===== src/rtl/seq_pkg.sv =====
// Shared sizing helpers and parameter bounds for the seq_detect_fsm slice.
package seq_pkg;

  localparam int PAT_LEN_MIN = 2;
  localparam int PAT_LEN_MAX = 16;
  localparam int CNT_W_MIN   = 1;

  // Width needed to hold a matched-prefix length of 0..pat_len.
  function automatic int sw_calc(input int pat_len);
    return $clog2(pat_len + 1);
  endfunction

  function automatic bit params_ok(input int pat_len, input int cnt_w);
    return (pat_len >= PAT_LEN_MIN) && (pat_len <= PAT_LEN_MAX) && (cnt_w >= CNT_W_MIN);
  endfunction

endpackage


===== src/rtl/seq_detect_fsm_seq_next_state.sv =====
// Combinational KMP next-state function built from PATTERN (MSB received first).
module seq_next_state
  import seq_pkg::*;
#(
  parameter int                 PAT_LEN = 4,
  parameter logic [PAT_LEN-1:0] PATTERN = 4'b1011,
  parameter int                 SW      = sw_calc(PAT_LEN)
) (
  input  logic [SW-1:0] state,
  input  logic          din,
  input  logic          overlap,
  output logic [SW-1:0] next
);

  // Pattern bit i counted in arrival order (i = 0 is received first).
  function automatic logic pat_bit(input int i);
    return PATTERN[PAT_LEN-1-i];
  endfunction

  always_comb begin : p_next
    int   kp;
    int   idx;
    logic ok;
    logic sb;
    next = '0;
    kp   = int'(state);
    idx  = 0;
    ok   = 1'b0;
    sb   = 1'b0;
    if (int'(state) <= PAT_LEN) begin
      if ((int'(state) == PAT_LEN) && !overlap) kp = 0;
      // s = first kp pattern bits followed by din; keep the longest suffix that is a prefix
      for (int j = 1; j <= PAT_LEN; j++) begin
        if (j <= kp + 1) begin
          ok = 1'b1;
          for (int t = 0; t < PAT_LEN; t++) begin
            if (t < j) begin
              idx = kp + 1 - j + t;
              sb  = (idx == kp) ? din : pat_bit(idx);
              if (sb != pat_bit(t)) ok = 1'b0;
            end
          end
          if (ok) next = SW'(j);
        end
      end
    end
  end

endmodule


===== src/rtl/seq_detect_fsm.sv =====
// Pattern-driven Moore sequence detector with overlap select and saturating match counter.
module seq_detect_fsm
  import seq_pkg::*;
#(
  parameter int                 PAT_LEN = 4,
  parameter logic [PAT_LEN-1:0] PATTERN = 4'b1011,
  parameter int                 CNT_W   = 8,
  parameter int                 SW      = sw_calc(PAT_LEN)
) (
  input  logic             clk,
  input  logic             nrst,
  input  logic             en,
  input  logic             din,
  input  logic             overlap,
  input  logic             clr,
  output logic [SW-1:0]    state_reg,
  output logic             match,
  output logic [CNT_W-1:0] match_cnt,
  output logic             busy
);

  // state     | meaning
  // S_IDLE    | no pattern prefix matched
  // S_k       | last k bits equal the first k pattern bits (0 < k < PAT_LEN)
  // S_MATCH   | full pattern seen; match asserted
  // > S_MATCH | unreachable; returns to S_IDLE on the next enabled edge
  localparam logic [SW-1:0] S_IDLE  = '0;
  localparam logic [SW-1:0] S_MATCH = SW'(PAT_LEN);

  if (!params_ok(PAT_LEN, CNT_W)) begin : g_bad_params
    $error("seq_detect_fsm: PAT_LEN must be 2..16 and CNT_W at least 1");
  end

  logic [SW-1:0] state_nxt;
  logic          cnt_full;

  seq_next_state #(
    .PAT_LEN (PAT_LEN),
    .PATTERN (PATTERN),
    .SW      (SW)
  ) u_next (
    .state   (state_reg),
    .din     (din),
    .overlap (overlap),
    .next    (state_nxt)
  );

  assign cnt_full = &match_cnt;

  always_ff @(posedge clk or negedge nrst) begin
    if (!nrst) begin
      state_reg <= S_IDLE;
      match_cnt <= '0;
    end else if (clr) begin
      state_reg <= S_IDLE;
      match_cnt <= '0;
    end else if (en) begin
      state_reg <= state_nxt;
      if ((state_nxt == S_MATCH) && !cnt_full) match_cnt <= match_cnt + 1'b1;
    end
  end

  assign match = (state_reg == S_MATCH);
  assign busy  = (state_reg != S_IDLE) && !match;

endmodule


===== config.mk =====
export PLATFORM = sky130hd
export DESIGN_NAME = seq_detect_fsm
export DESIGN_NICKNAME = d
export VERILOG_FILES = /design/src/rtl/seq_pkg.sv /design/src/rtl/seq_detect_fsm_seq_next_state.sv /design/src/rtl/seq_detect_fsm.sv
export SDC_FILE = /design/constraint.sdc
export NUM_CORES = 1
export LEC_CHECK = 0
export ABC_CLOCK_PERIOD_IN_PS = 3900
export BUFFER_PORTS_ARGS = -buffer_cell sky130_fd_sc_hd__buf_2
export CAP_MARGIN = 20
export CORE_MARGIN = 8
export CORE_UTILIZATION = 35
export CTS_CLUSTER_DIAMETER = 40
export CTS_CLUSTER_SIZE = 10
export DETAILED_ROUTE_END_ITERATION = 6
export PLACE_DENSITY_LB_ADDON = 0.05
export SYNTH_ARGS = -nofsm -noshare
export SYNTH_HDL_FRONTEND = slang
export SYNTH_HIERARCHICAL = 1
export SYNTH_SLANG_ARGS = --single-unit

===== constraint.sdc =====
create_clock -name clk -period 3.9 [get_ports clk]
set_input_delay 0.78 -clock clk [delete_from_list [all_inputs] [get_ports clk]]
set_output_delay 0.78 -clock clk [all_outputs]
set_load 0.005 [all_outputs]

### Word level (Yosys, flattened, before mapping)

Index checks and enable logic that the tools add are counted.

| word-level totals | value |
|---|---|
| register bits after elaboration | 11 |

| cells by class | value |
|---|---|
| mux-type cells | 74 |
| reduce and logical (&&, ||, !) cells | 11 |
| magnitude comparators | 15 |
| add/subtract/negate cells | 22 |
| equality and inequality tests | 13 |

Operator list:

| operator | number |
|---|---|
| 32-bit equality test | 10 |
| 32-bit by 4-bit < comparator with 1-bit output (second input constant) | 10 |
| 3-bit by 32-bit subtractor with 32-bit output (first input constant) | 10 |
| 32-bit by 2-bit adder with 32-bit output (second input constant) | 4 |
| 32-bit by 3-bit adder with 32-bit output (second input constant) | 3 |
| 3-bit by 32-bit <= comparator with 1-bit output (first input constant) | 2 |
| 32-bit by 3-bit subtractor with 32-bit output (second input constant) | 2 |
| 1-bit 2-to-1 mux | 49 |
| 3-bit 2-to-1 mux | 11 |
| 2-bit by 32-bit <= comparator with 1-bit output (first input constant) | 1 |
| 4-bit by 32-bit <= comparator with 1-bit output (first input constant) | 1 |
| 32-bit 2-to-1 mux | 1 |
| 32-bit by 2-bit subtractor with 32-bit output (second input constant) | 1 |
| 32-bit by 4-bit subtractor with 32-bit output (second input constant) | 1 |
| 8-bit 2-to-1 mux | 3 |
| 1-bit binary-select mux with 2-bit select | 10 |
| 3-bit equality test (second input constant) | 3 |
| 8-bit by 1-bit adder with 8-bit output (second input constant) | 1 |
| 8-bit AND reduction | 1 |
| 2-bit nonzero test | 2 |
| 3-bit <= comparator (second input constant) | 1 |
| 1-bit logical AND | 3 |
| 1-bit logical NOT | 3 |
| 3-bit nonzero test | 1 |
| 2-bit AND reduction | 1 |

### Logic depth before layout (Yosys ltp)

| logic depth | value |
|---|---|
| word-level depth | 28 |
| gate-level depth with buffers | 23 |
| gate-level depth less buffers | 22 |

### Cells and area by module

Netlist, hierarchy kept.

By module, submodules not included:

| module | cells each | area each (µm²) | times used |
|---|---|---|---|
| seq_next_state | 101 | 809.5 | 1 |
| seq_detect_fsm | 53 | 580.6 | 1 |

### Worst setup path before layout

No wires, ideal clock.

| timing path | value |
|---|---|
| path kind | reg-to-reg |
| from | register state_reg[1] |
| to | register match_cnt[7] |
| library setup time | 125 ps |
| stages on the path, launching flop included | 20 |
| slack | -301 ps |
| arrival | 4076 ps |
| path through | dfrtp_1 > buf_4 > inv_1 > ha_1 > nand2b_1 > nand2_1 > xnor2_1 > inv_1 > ha_1 > ha_1 > and3b_2 > or3_2 > a222oi_1 > mux2i_1 > a211o_1 > a211oi_2 > and4bb_4 > o211ai_2 > nor2_2 > mux2_4 |

| on the way | value |
|---|---|
| longest elaborated chain between the ends | 27 |

Ends and longest elaborated chain:

| item | RTL line | source |
|---|---|---|
| start: declaration | seq_detect_fsm.sv:16 | `output logic [SW-1:0] state_reg,` |
| start signal: assignment | seq_detect_fsm.sv:58 | `state_reg <= state_nxt;` |
| branches (longest 22 deep; another with 32-bit by 2-bit adder with 32-bit output) | - |  |
| 3-bit 2-to-1 mux * | seq_detect_fsm_seq_next_state.sv:30 | `if (int'(state) <= PAT_LEN) begin` |
| net state_nxt[0] | seq_detect_fsm.sv:34 | `logic [SW-1:0] state_nxt;` |
| 3-bit equality test * | seq_detect_fsm.sv:59 | `if ((state_nxt == S_MATCH) && !cnt_full) match_cnt <= match_cnt + 1'b1;` |
| 1-bit logical AND * | seq_detect_fsm.sv:59 |  |
| 2-bit nonzero test (no source line) * | - |  |
| 2-bit AND reduction (no source line) * | - |  |
| end signal: assignment | seq_detect_fsm.sv:59 |  |
| end: declaration | seq_detect_fsm.sv:18 | `output logic [CNT_W-1:0] match_cnt,` |

Mark *: on every way through the listed nets, which the timed path passes. The select of a mux whose other input is x is not followed.
A chain may end at the register's enable or synchronous reset.

### Worst setup path in the final report

| timing path | value |
|---|---|
| from | input overlap |
| to | register match_cnt[7] |

RTL lines:

| item | RTL line | source |
|---|---|---|
| start: declaration | seq_detect_fsm.sv:14 | `input logic overlap,` |
| 1-bit logical NOT * | seq_detect_fsm_seq_next_state.sv:31 | `if ((int'(state) == PAT_LEN) && !overlap) kp = 0;` |
| 1-bit logical AND * | seq_detect_fsm_seq_next_state.sv:31 |  |
| 3-bit 2-to-1 mux * | seq_detect_fsm_seq_next_state.sv:31 |  |
| 32-bit 2-to-1 mux * | seq_detect_fsm_seq_next_state.sv:30 |  |
| 32-bit by 2-bit adder with 32-bit output | seq_detect_fsm_seq_next_state.sv:34, seq_detect_fsm_seq_next_state.sv:38 |  |
| 32-bit by 3-bit subtractor with 32-bit output | seq_detect_fsm_seq_next_state.sv:38 | `idx = kp + 1 - j + t;` |
| 32-bit by 2-bit adder with 32-bit output or 3-bit by 32-bit subtractor with 32-bit output (tied branches) | seq_detect_fsm_seq_next_state.sv:38, seq_detect_fsm_seq_next_state.sv:17 |  |
| 3-bit by 32-bit subtractor with 32-bit output or 1-bit binary-select mux with 2-bit select (tied branches) | seq_detect_fsm_seq_next_state.sv:17 | `return PATTERN[PAT_LEN-1-i];` |
| (+11 left out) | - |  |
| 3-bit 2-to-1 mux | seq_detect_fsm_seq_next_state.sv:43 | `if (ok) next = SW'(j);` |
| 3-bit 2-to-1 mux * | seq_detect_fsm_seq_next_state.sv:34 | `if (j <= kp + 1) begin` |
| 3-bit 2-to-1 mux * | seq_detect_fsm_seq_next_state.sv:30 |  |
| net state_nxt[1] | seq_detect_fsm.sv:34 |  |
| 3-bit equality test * | seq_detect_fsm.sv:59 |  |
| 1-bit logical AND * | seq_detect_fsm.sv:59 |  |
| 2-bit nonzero test (no source line) * | - |  |
| 2-bit AND reduction (no source line) * | - |  |

The timed path passes the listed nets; every way through them passes the cells marked *. The select of a mux whose other input is x is not followed.

==> results.json <==
{
  "status": "complete, but fails checks",
  "violations": "setup timing",
  "synthTopCellsByArea": "dfrtp_1 (20%), ha_1 (19%), mux2i_1 (5.0%), nor2_1 (3.5%), inv_1 (3.2%)",
  "area_growth_pct": 62.8,
  "setup_viol": 9,
  "die_h_um": 79.0,
  "synth_warnings": 6,
  "core_um2": 3910,
  "synth-seq-area-share": 0.198,
  "cts-root-buf": "clkbuf_8",
  "ys_async_sr_fraction": 1.00,
  "power.total_uw": 1240,
  "multi_input_area_um2": 1300,
  "vias": 1427,
  "fin_hold_ws_ns": 0.412,
  "final_cell_count_no_fill": 275,
  "drc": 0,
  "critical-path-max-stage-delay_ns": 0.40,
  "diodes": 0,
  "max_slew_margin": 0.693,
  "cts_made_buffers": 3,
  "cts_tree": "done",
  "grt_max_degree": 15,
  "syn-num-nets": 181,
  "ant_nets": 0,
  "synth_edf_count": 0,
  "synthFlopType": "dfrtp_1",
  "maxCapViolCount": 0,
  "grt_setup_unrepaired": "true",
  "p_leak_uw": 0.00110,
  "drv_slew": 0,
  "clock_latency_ns": 0.23,
  "wl_per_cell_um": 15.5,
  "regArea_um2": 278,
  "place_congestion": 0.823,
  "cp_max_fo": 4,
  "grt.overflow.total": 0,
  "syn-cell-area_um2": 1390,
  "ir_worst_vdd_v": 0.000351,
  "cp-end-kind": "flop",
  "syn_avg_cell_area_um2": 9.03,
  "worstSetupStartpointType": "primary input",
  "htreeDepth": 1,
  "synth_common_cells": "ha_1 (21), nor2_1 (13), inv_1 (12), dfrtp_1 (11), mux2i_1 (7)",
  "clk_pin_slew_worst_paths_ns": 0.05,
  "place_inst": 249,
  "cts_buffer_depth": 2,
  "hp-class": "primary input to asynchronous set/reset pin",
  "worstSetupPathType": "primary input to flop",
  "place_hpwl_um": 2960,
  "yosysTopAreaCell": "dfrtp_1",
  "clock.fmax_ghz": 0.250,
  "ys_types": 56,
  "dp_slack_ns": -0.454,
  "powerDensity_nw_per_um2": 547,
  "largest_register_ffs": 8,
  "fp-row-count": 23,
  "antenna_found_initial": 0,
  "first_pass_iters": 4,
  "cts.sinks": 11,
  "num-nets-final": 253,
  "drt-total-wl_um": 4250,
  "avgViaCountPerCell": 5.19,
  "grt_pass1_wl_um": 6600,
  "post-synth-top-count-cell": "ha_1",
  "die_w_um": 79.0,
  "first_global_vias": 1512,
  "pin_count": 19,
  "arrival_ns": 4.11,
  "drtIter0Drc": 46,
  "cpLargestDelayFamily": "simple AND/OR/NAND/NOR gates",
  "fin_skew_ns": 0.00408,
  "finalHoldViolations": 0,
  "die_area_um2": 6240,
  "fin_crit_ns": 3.99,
  "start_util": 0.355,
  "tightest_slew_ns": 0.460,
  "track_usage": 0.128,
  "fin_setup_tns_ns": -0.636,
  "worst_slack_ns": -0.0934,
  "drive_above_1_share": 0.547,
  "fin_crit_sh": 1.02,
  "syn_inst": 154,
  "numPortBuffers": 18,
  "required_ns": 4.02,
  "crit_buf_inv": 3,
  "synth_top_area_frac": 0.198,
  "synth-seq-cells": 11,
  "crit_chain": "buf_6 -> nand2b_4 -> nand2_4 -> xnor2_4 -> inv_4 -> buf_12 -> ha_4 -> a21boi_4 -> nor2_1 -> ha_1 -> nand2b_4 -> or4_1 -> mux2_4 -> mux2i_4 -> a211oi_2 -> and4bb_4 -> o211ai_4 -> nor2_2 -> mux2_4",
  "nFillCells": 362,
  "crit_slowest_cell": "or4_1"
}
[per-stage QoR]
stage	instance area, um2	utilization
floorplan	1450	-
global placement	1800	0.459
detailed placement	1800	0.459
CTS	2090	0.534
global route	2260	0.578
finish	2260	0.578
[logic make-up after synthesis]
| group | count (synthesis) | share of synthesized area |
|---|---|---|
| AND/OR/NAND/NOR | 58 | 0.260 |
| buffers and inverters | 16 | 0.0585 |
| adder cells (fa/ha/maj) | 21 | 0.189 |
| flip-flops | 11 | 0.198 |
| AO/OA/AOI/OAI | 30 | 0.168 |
| multiplexers | 9 | 0.0693 |
| XOR/XNOR | 9 | 0.0567 |
[layout by cell type, fill, tap and decap left out, types with 4 or more instances in the layout]
master / n
dfrtp_1: 9
nor2_1: 13
nand2_1: 4
ha_4: 7
nand3_1: 4
buf_6: 8
mux2i_1: 6
buf_4: 45
inv_1: 10
ha_1: 13
buf_2: 17
a21oi_1: 4
xor2_1: 5
[per-layer routing]
| metal | wire length [um] | GRT usage | up-vias | part of all wire |
|---|---|---|---|---|
| li1 | - | - | 703 | - |
| met4 | 23 | 0.0222 | 0 | 0.0054 |
| met5 | 0 | 0 | - | 0 |
| met1 | 1840 | 0.148 | 699 | 0.43 |
| met3 | 91 | 0.0192 | 4 | 0.021 |
| met2 | 2300 | 0.242 | 21 | 0.54 |
[final cells by class]
cell class / count / area share
inverters: 12 / 0.0210
well taps: 50 / 0.0276
flip-flops and latches: 11 / 0.123
clock buffers: 4 / 0.0199
multi-input cells: 127 / 0.573
repair buffers: 71 / 0.235
[path summary, 6_finish.rpt]
kind                         startpoint            to  slack, ns  cells after the start
min                                nrst  match_cnt[2]       0.41                      1
max                             overlap  match_cnt[7]      -0.09                     19
max in group asynchronous          nrst  state_reg[0]       3.26                      1
min reg2reg                match_cnt[0]  match_cnt[0]       0.60                      2
max reg2reg                state_reg[1]  match_cnt[7]      -0.04                     20
min in group clk           match_cnt[0]  match_cnt[0]       0.60                      2
[power breakdown]
part,internal (uW),switching (uW)
registers,120,5.23
clock network,71.5,39.0
logic,592,409
total,784,453
[repair_timing]
| action | CTS | global route |
|---|---|---|
| setup buffers | 15 | 7 |
| hold buffers | 0 | 0 |
| endpoints found under the setup margin | 8 | 9 |
| pin swaps | 24 | 17 |
| resized for setup | 21 | 21 |
Note: power is estimated with default switching activity, not from simulation.
